$ cat src/rtl/param_countdown_timer_if.sv
// Control/status bundle between the traffic-light FSM (master) and the countdown timer (slave).
// Optional TIMER_AUTORELOAD_EN adds the auto_reload request line.
interface param_countdown_timer_if #(
  parameter int WIDTH = 4
);
  logic             tick_en;
  logic [WIDTH-1:0] Value;
  logic             start_timer;
  logic             pause;
  logic             clear;
  logic             busy;
  logic [WIDTH-1:0] time_left;
  logic             expired;
  logic             expired_pulse;
`ifdef TIMER_AUTORELOAD_EN
  logic             auto_reload;

  modport master (
    output tick_en, Value, start_timer, pause, clear, auto_reload,
    input  busy, time_left, expired, expired_pulse
  );
  modport slave (
    input  tick_en, Value, start_timer, pause, clear, auto_reload,
    output busy, time_left, expired, expired_pulse
  );
`else
  modport master (
    output tick_en, Value, start_timer, pause, clear,
    input  busy, time_left, expired, expired_pulse
  );
  modport slave (
    input  tick_en, Value, start_timer, pause, clear,
    output busy, time_left, expired, expired_pulse
  );
`endif
endinterface

$ cat src/rtl/param_countdown_timer.sv
// One-shot countdown timer clocked by tick_en strobes through a TICK_DIV prescaler.
// Define TIMER_AUTORELOAD_EN to enable periodic reload on expiry via auto_reload.
module param_countdown_timer #(
  parameter int WIDTH    = 4,
  parameter int TICK_DIV = 1
) (
  input  logic                  clk,
  input  logic                  Reset_n,
  param_countdown_timer_if.slave tif
);

  localparam int            PW         = (TICK_DIV > 1) ? $clog2(TICK_DIV) : 1;
  localparam logic [PW-1:0] PRESC_LAST = PW'(TICK_DIV - 1);

  typedef enum logic [1:0] {
    S_IDLE    = 2'd0,
    S_RUN     = 2'd1,
    S_PAUSE   = 2'd2,
    S_EXPIRED = 2'd3
  } state_t;

  state_t           state_q, state_d;
  logic [WIDTH-1:0] time_left_q, time_left_d;
  logic [PW-1:0]    presc_q, presc_d;
  logic             expired_q, expired_d;
  logic             pulse_q, pulse_d;
  logic             busy_q, busy_d;
  logic             auto_reload;

`ifdef TIMER_AUTORELOAD_EN
  assign auto_reload = tif.auto_reload;
`else
  assign auto_reload = 1'b0;
`endif

  always_ff @(posedge clk or negedge Reset_n) begin
    if (!Reset_n) begin
      state_q     <= S_IDLE;
      time_left_q <= '0;
      presc_q     <= '0;
      expired_q   <= 1'b0;
      pulse_q     <= 1'b0;
      busy_q      <= 1'b0;
    end else begin
      state_q     <= state_d;
      time_left_q <= time_left_d;
      presc_q     <= presc_d;
      expired_q   <= expired_d;
      pulse_q     <= pulse_d;
      busy_q      <= busy_d;
    end
  end

  always_comb begin
    state_d     = state_q;
    time_left_d = time_left_q;
    presc_d     = presc_q;
    expired_d   = expired_q;
    pulse_d     = 1'b0;
    if (tif.clear) begin
      state_d     = S_IDLE;
      time_left_d = '0;
      presc_d     = '0;
      expired_d   = 1'b0;
    end else if (tif.start_timer) begin
      presc_d   = '0;
      expired_d = 1'b0;
      if (tif.Value == '0) begin
        state_d     = S_EXPIRED;
        time_left_d = '0;
        expired_d   = 1'b1;
        pulse_d     = 1'b1;
      end else begin
        state_d     = S_RUN;
        time_left_d = tif.Value;
      end
    end else begin
      unique case (state_q)
        S_RUN: begin
          if (tif.pause) begin
            state_d = S_PAUSE;
          end else if (tif.tick_en) begin
            if (presc_q == PRESC_LAST) begin
              presc_d = '0;
              // The <=1 test also keeps time_left from ever wrapping below zero.
              if (time_left_q <= WIDTH'(1)) begin
                pulse_d = 1'b1;
                if (auto_reload && (tif.Value != '0)) begin
                  time_left_d = tif.Value;
                end else begin
                  state_d     = S_EXPIRED;
                  time_left_d = '0;
                  expired_d   = 1'b1;
                end
              end else begin
                time_left_d = time_left_q - WIDTH'(1);
              end
            end else begin
              presc_d = presc_q + PW'(1);
            end
          end
        end
        S_PAUSE: begin
          // Ticks arriving while paused are dropped; the prescaler phase is kept.
          if (!tif.pause) state_d = S_RUN;
        end
        default: begin
        end
      endcase
    end
  end

  always_comb begin
    busy_d = (state_d == S_RUN) || (state_d == S_PAUSE);
  end

  assign tif.busy          = busy_q;
  assign tif.time_left     = time_left_q;
  assign tif.expired       = expired_q;
  assign tif.expired_pulse = pulse_q;

endmodule

$ cat src/flat_wrapper.sv
// flat-port wrapper written by rule: the top's interface ports become plain ports
module param_countdown_timer_flat 
#(
  parameter int WIDTH    = 4,
  parameter int TICK_DIV = 1
)
  (clk, Reset_n, tif_tick_en, tif_Value, tif_start_timer, tif_pause, tif_clear, tif_busy, tif_time_left, tif_expired, tif_expired_pulse);
  param_countdown_timer_if #(.WIDTH(WIDTH)) tif_i ();
  input  logic clk;
  input  logic Reset_n;
  input wire logic [$bits(tif_i.tick_en)-1:0] tif_tick_en;
  input wire logic [$bits(tif_i.Value)-1:0] tif_Value;
  input wire logic [$bits(tif_i.start_timer)-1:0] tif_start_timer;
  input wire logic [$bits(tif_i.pause)-1:0] tif_pause;
  input wire logic [$bits(tif_i.clear)-1:0] tif_clear;
  output wire logic [$bits(tif_i.busy)-1:0] tif_busy;
  output wire logic [$bits(tif_i.time_left)-1:0] tif_time_left;
  output wire logic [$bits(tif_i.expired)-1:0] tif_expired;
  output wire logic [$bits(tif_i.expired_pulse)-1:0] tif_expired_pulse;
  assign tif_i.tick_en = tif_tick_en;
  assign tif_i.Value = tif_Value;
  assign tif_i.start_timer = tif_start_timer;
  assign tif_i.pause = tif_pause;
  assign tif_i.clear = tif_clear;
  assign tif_busy = tif_i.busy;
  assign tif_time_left = tif_i.time_left;
  assign tif_expired = tif_i.expired;
  assign tif_expired_pulse = tif_i.expired_pulse;
  param_countdown_timer #(.WIDTH(WIDTH), .TICK_DIV(TICK_DIV)) u_core (.clk(clk), .Reset_n(Reset_n), .tif(tif_i));
endmodule
$ cat config.mk
export PLATFORM = sky130hd
export DESIGN_NAME = param_countdown_timer_flat
export DESIGN_NICKNAME = d
export VERILOG_FILES = /design/src/rtl/param_countdown_timer_if.sv /design/src/rtl/param_countdown_timer.sv /design/src/flat_wrapper.sv
export SDC_FILE = /design/constraint.sdc
export NUM_CORES = 1
export LEC_CHECK = 0
export CORE_AREA = 2 2 39 41
export CTS_BUF_LIST = sky130_fd_sc_hd__clkbuf_4 sky130_fd_sc_hd__clkbuf_8
export DETAILED_ROUTE_END_ITERATION = 8
export DIE_AREA = 0 0 41 43
export GPL_TIMING_DRIVEN = 0
export HOLD_SLACK_MARGIN = 0.05
export PLACE_DENSITY = 0.78
export SYNTH_ARGS = -nofsm -noshare
export SYNTH_HDL_FRONTEND = slang
export SYNTH_SLANG_ARGS = --single-unit
$ cat constraint.sdc
create_clock -name clk -period 1.9 [get_ports clk]
set_input_delay 0.38 -clock clk [delete_from_list [all_inputs] [get_ports clk]]
set_output_delay 0.38 -clock clk [all_outputs]
set_load 0.005 [all_outputs]
==> flow_metrics.py <==
metrics = {
    "critical_path": {
        "cp-end-kind": "primary output",
        "slowest_delay_ns": 0.54,
        "arrival_ns": 1.26,
        "cpMaxStageDelayCell": "clkdlybuf4s50_1",
        "r2r-end": "u_core.tif.time_left[1]$_DFFE_PN0P_",
        "worst_setup_path_start_kind": "register",
        "reg2reg_depth": 6,
        "crit_cells": 1,
        "path_delay_family": "buffers and inverters",
        "cp_num_buf_inv": 1,
        "cp_cell_sequence": "clkdlybuf4s50_1",
        "rrSetupSlack_ns": 0.26,
        "crit-reg2reg-launch": "u_core.tif.time_left[0]$_DFFE_PN0P_",
        "cp.required_ns": 1.52,
        "path_max_fanout": 6,
        "crit_type": "reg2out",
    },
    "final_layout": {
        "utilization_pct": 59.31,
        "fin_nets": 97,
        "final_cell_mix": "clkdlybuf4s50_1, dfrtp_1, inv_1",
        "drive_above_1_share_pct": 15.85,
        "final_common_cell": "clkdlybuf4s50_1",
        "diodes": 0,
        "syn2layout_area_growth_pct": 34.43,
    },
    "timing": {
        "setup_viol": 0,
        "maxSlewViolCount": 0,
        "rsz0062_at_grt": "false",
        "fin_skew_ns": 0.001355,
        "tightest_slew_ns": 0.3871,
        "relSlewSlack_pct": 74.11,
        "max_freq_mhz": 611.1,
        "hold_viol_final": 0,
        "min_period_ns": 1.636,
        "tns_ns": 0,
        "period_share_pct": 86.12,
        "fin_ws_ns": 0.2637,
    },
    "logic_synthesis": {
        "synthesis.area_um2": 610.6,
        "postSynthAreaPerCell_um2": 9.848,
        "ys_types": 27,
        "synth_nets": 76,
        "ys_warn_count": 0,
        "async_flop_share_pct": 100.0,
        "synth_ff_type": "dfrtp_1",
        "ys_seq_area_share_pct": 36.89,
        "synth_edf_count": 0,
        "ys_seq_elements": 9,
        "syn_inst": 62,
    },
    "clock_network": {
        "numCtsBuffers": 3,
        "clock_latency_ns": 0.25,
        "hold_buffers": 0,
        "cts_resized": 0,
        "cts_tree": "built",
        "cts.clk_slew.worst_paths_ns": 0.06,
        "cts_buffer_depth": 2,
        "cts-htree-levels": 1,
        "clock_sinks": 9,
        "post_cts_buffers": 0,
        "cts-root-buf": "clkbuf_4",
    },
    "placed_design": {
        "gp_congestion": 0.8845,
        "place_ws_ns": 0.1017,
        "dp.final_hpwl_mm": 1.100,
        "portBuffers": 16,
    },
    "floorplan": {
        "die_w_um": 41,
        "fp.coreArea_um2": 1384,
        "fp-row-count": 14,
        "io_pins": 17,
        "start_util_pct": 44.12,
        "die_y_um": 43,
        "die-area_um2": 1763,
    },
    "drt": {
        "dr.pass1.iters": 5,
        "drc_errors": 0,
        "drt-total-wl_mm": 1.349,
        "wl_per_cell_um": 13.77,
        "vias_per_cell": 5.429,
        "final_antenna_net_count": 0,
        "drt_iter0_markers": 12,
        "vias": 532,
    },
    "grt": {
        "grt_max_degree": 11,
        "grtUsageTotal_pct": 18.39,
        "grt_pass1_vias": 521,
        "grt_pass1_wl_mm": 2.208,
        "antenna_found_initial": 0,
        "overflow": 0,
    },
    "status": {
        "status": "completed",
    },
    "min_path": {
        "holdCritPathClass": "in2async",
    },
    "power": {
        "power_density_nw_per_um2": 704.3,
        "p_leak_nw": 0.3426,
        "max-vdd-ir-drop_uv": 213.8,
    },
    "run": {
        "maxCapViolations": 0,
    },
}
## metal layers
metal | up-vias | track usage [%] | part of all wire (%)
met4 | 0 | 9.333 | 0.52
li1 | 264 | - | -
met3 | 2 | 2.094 | 4.7
met1 | 251 | 21.61 | 42
met2 | 15 | 30.63 | 53
met5 | - | 0 | 0
## per-stage QoR
stage / instance area (um^2) / cells / power [mW] / hold WS (ns)
2_1_floorplan: 610.6 / 62 / 0.3383 / 0.08441
3_3_place_gp: 790.8 / 94 / 0.4160 / 0.5469
3_5_place_dp: 790.8 / 94 / 0.4234 / 0.5472
4_1_cts: 820.8 / 98 / 0.5830 / 0.4144
5_1_grt: 820.8 / 98 / 0.6141 / 0.4396
6_report: 820.8 / 98 / 0.5781 / 0.4126
## state kept, by name (all words and copies together), names as in the netlist
name and flops:
u_core.state_q 2, u_core.tif.expired 1, u_core.tif.time_left 4, u_core.tif.expired_pulse 1, u_core.tif.busy 1
## area by class of cell
cell class / instances / area, um^2
multi-input combinational: 46 / 351.6
fill: 132 / 563.0
clock buffer: 4 / 30.03
sequential: 9 / 225.2
timing repair buffer: 16 / 160.2
inverter: 6 / 22.52
tap: 16 / 20.02
buffer: 1 / 11.26
## synthesized netlist by cell type, drive strengths merged (3+ instances only)
cell / number / area share [%]
a22o: 4 / 5.7
nor3: 4 / 3.3
o31ai: 3 / 3.7
a21oi: 3 / 2.5
o21ai: 4 / 3.9
inv: 6 / 3.7
nor2: 4 / 2.9
dfrtp: 9 / 37
ha: 4 / 8.2
nand2: 4 / 2.5
## worst max path at each step
stage / start / to
final: u_core.tif.time_left[3]$_DFFE_PN0P_ / tif_time_left[3]
after CTS: u_core.tif.time_left[0]$_DFFE_PN0P_ / tif_time_left[0]
after detailed placement: tif_pause / u_core.tif.time_left[3]$_DFFE_PN0P_
after floorplan: u_core.tif.time_left[0]$_DFFE_PN0P_ / u_core.tif.time_left[0]$_DFFE_PN0P_
after global routing: u_core.tif.time_left[0]$_DFFE_PN0P_ / u_core.tif.time_left[1]$_DFFE_PN0P_
after global placement: tif_pause / u_core.tif.time_left[3]$_DFFE_PN0P_
## cell families (layout without fill, tap and decap cells)
logic type | Yosys count | in the layout | share of synthesized area, %
adders and majority gates | 4 | 4 | 8.197
and+or+nand+nor | 22 | 22 | 20.70
AOI/OAI and AO/OA | 17 | 17 | 23.77
DFF | 9 | 9 | 36.89
muxes | 2 | 2 | 3.484
xor gates and xnor gates | 1 | 1 | 1.435
buffers and inverters | 7 | 27 | 5.532
## where the power goes
part           switching, mW  total (mW)  internal, mW
Clock                 0.0633       0.158        0.0950
Sequential            0.0227       0.234         0.211
Combinational         0.0859       0.186        0.0997
No activity file was read; power rests on OpenSTA's default activity.
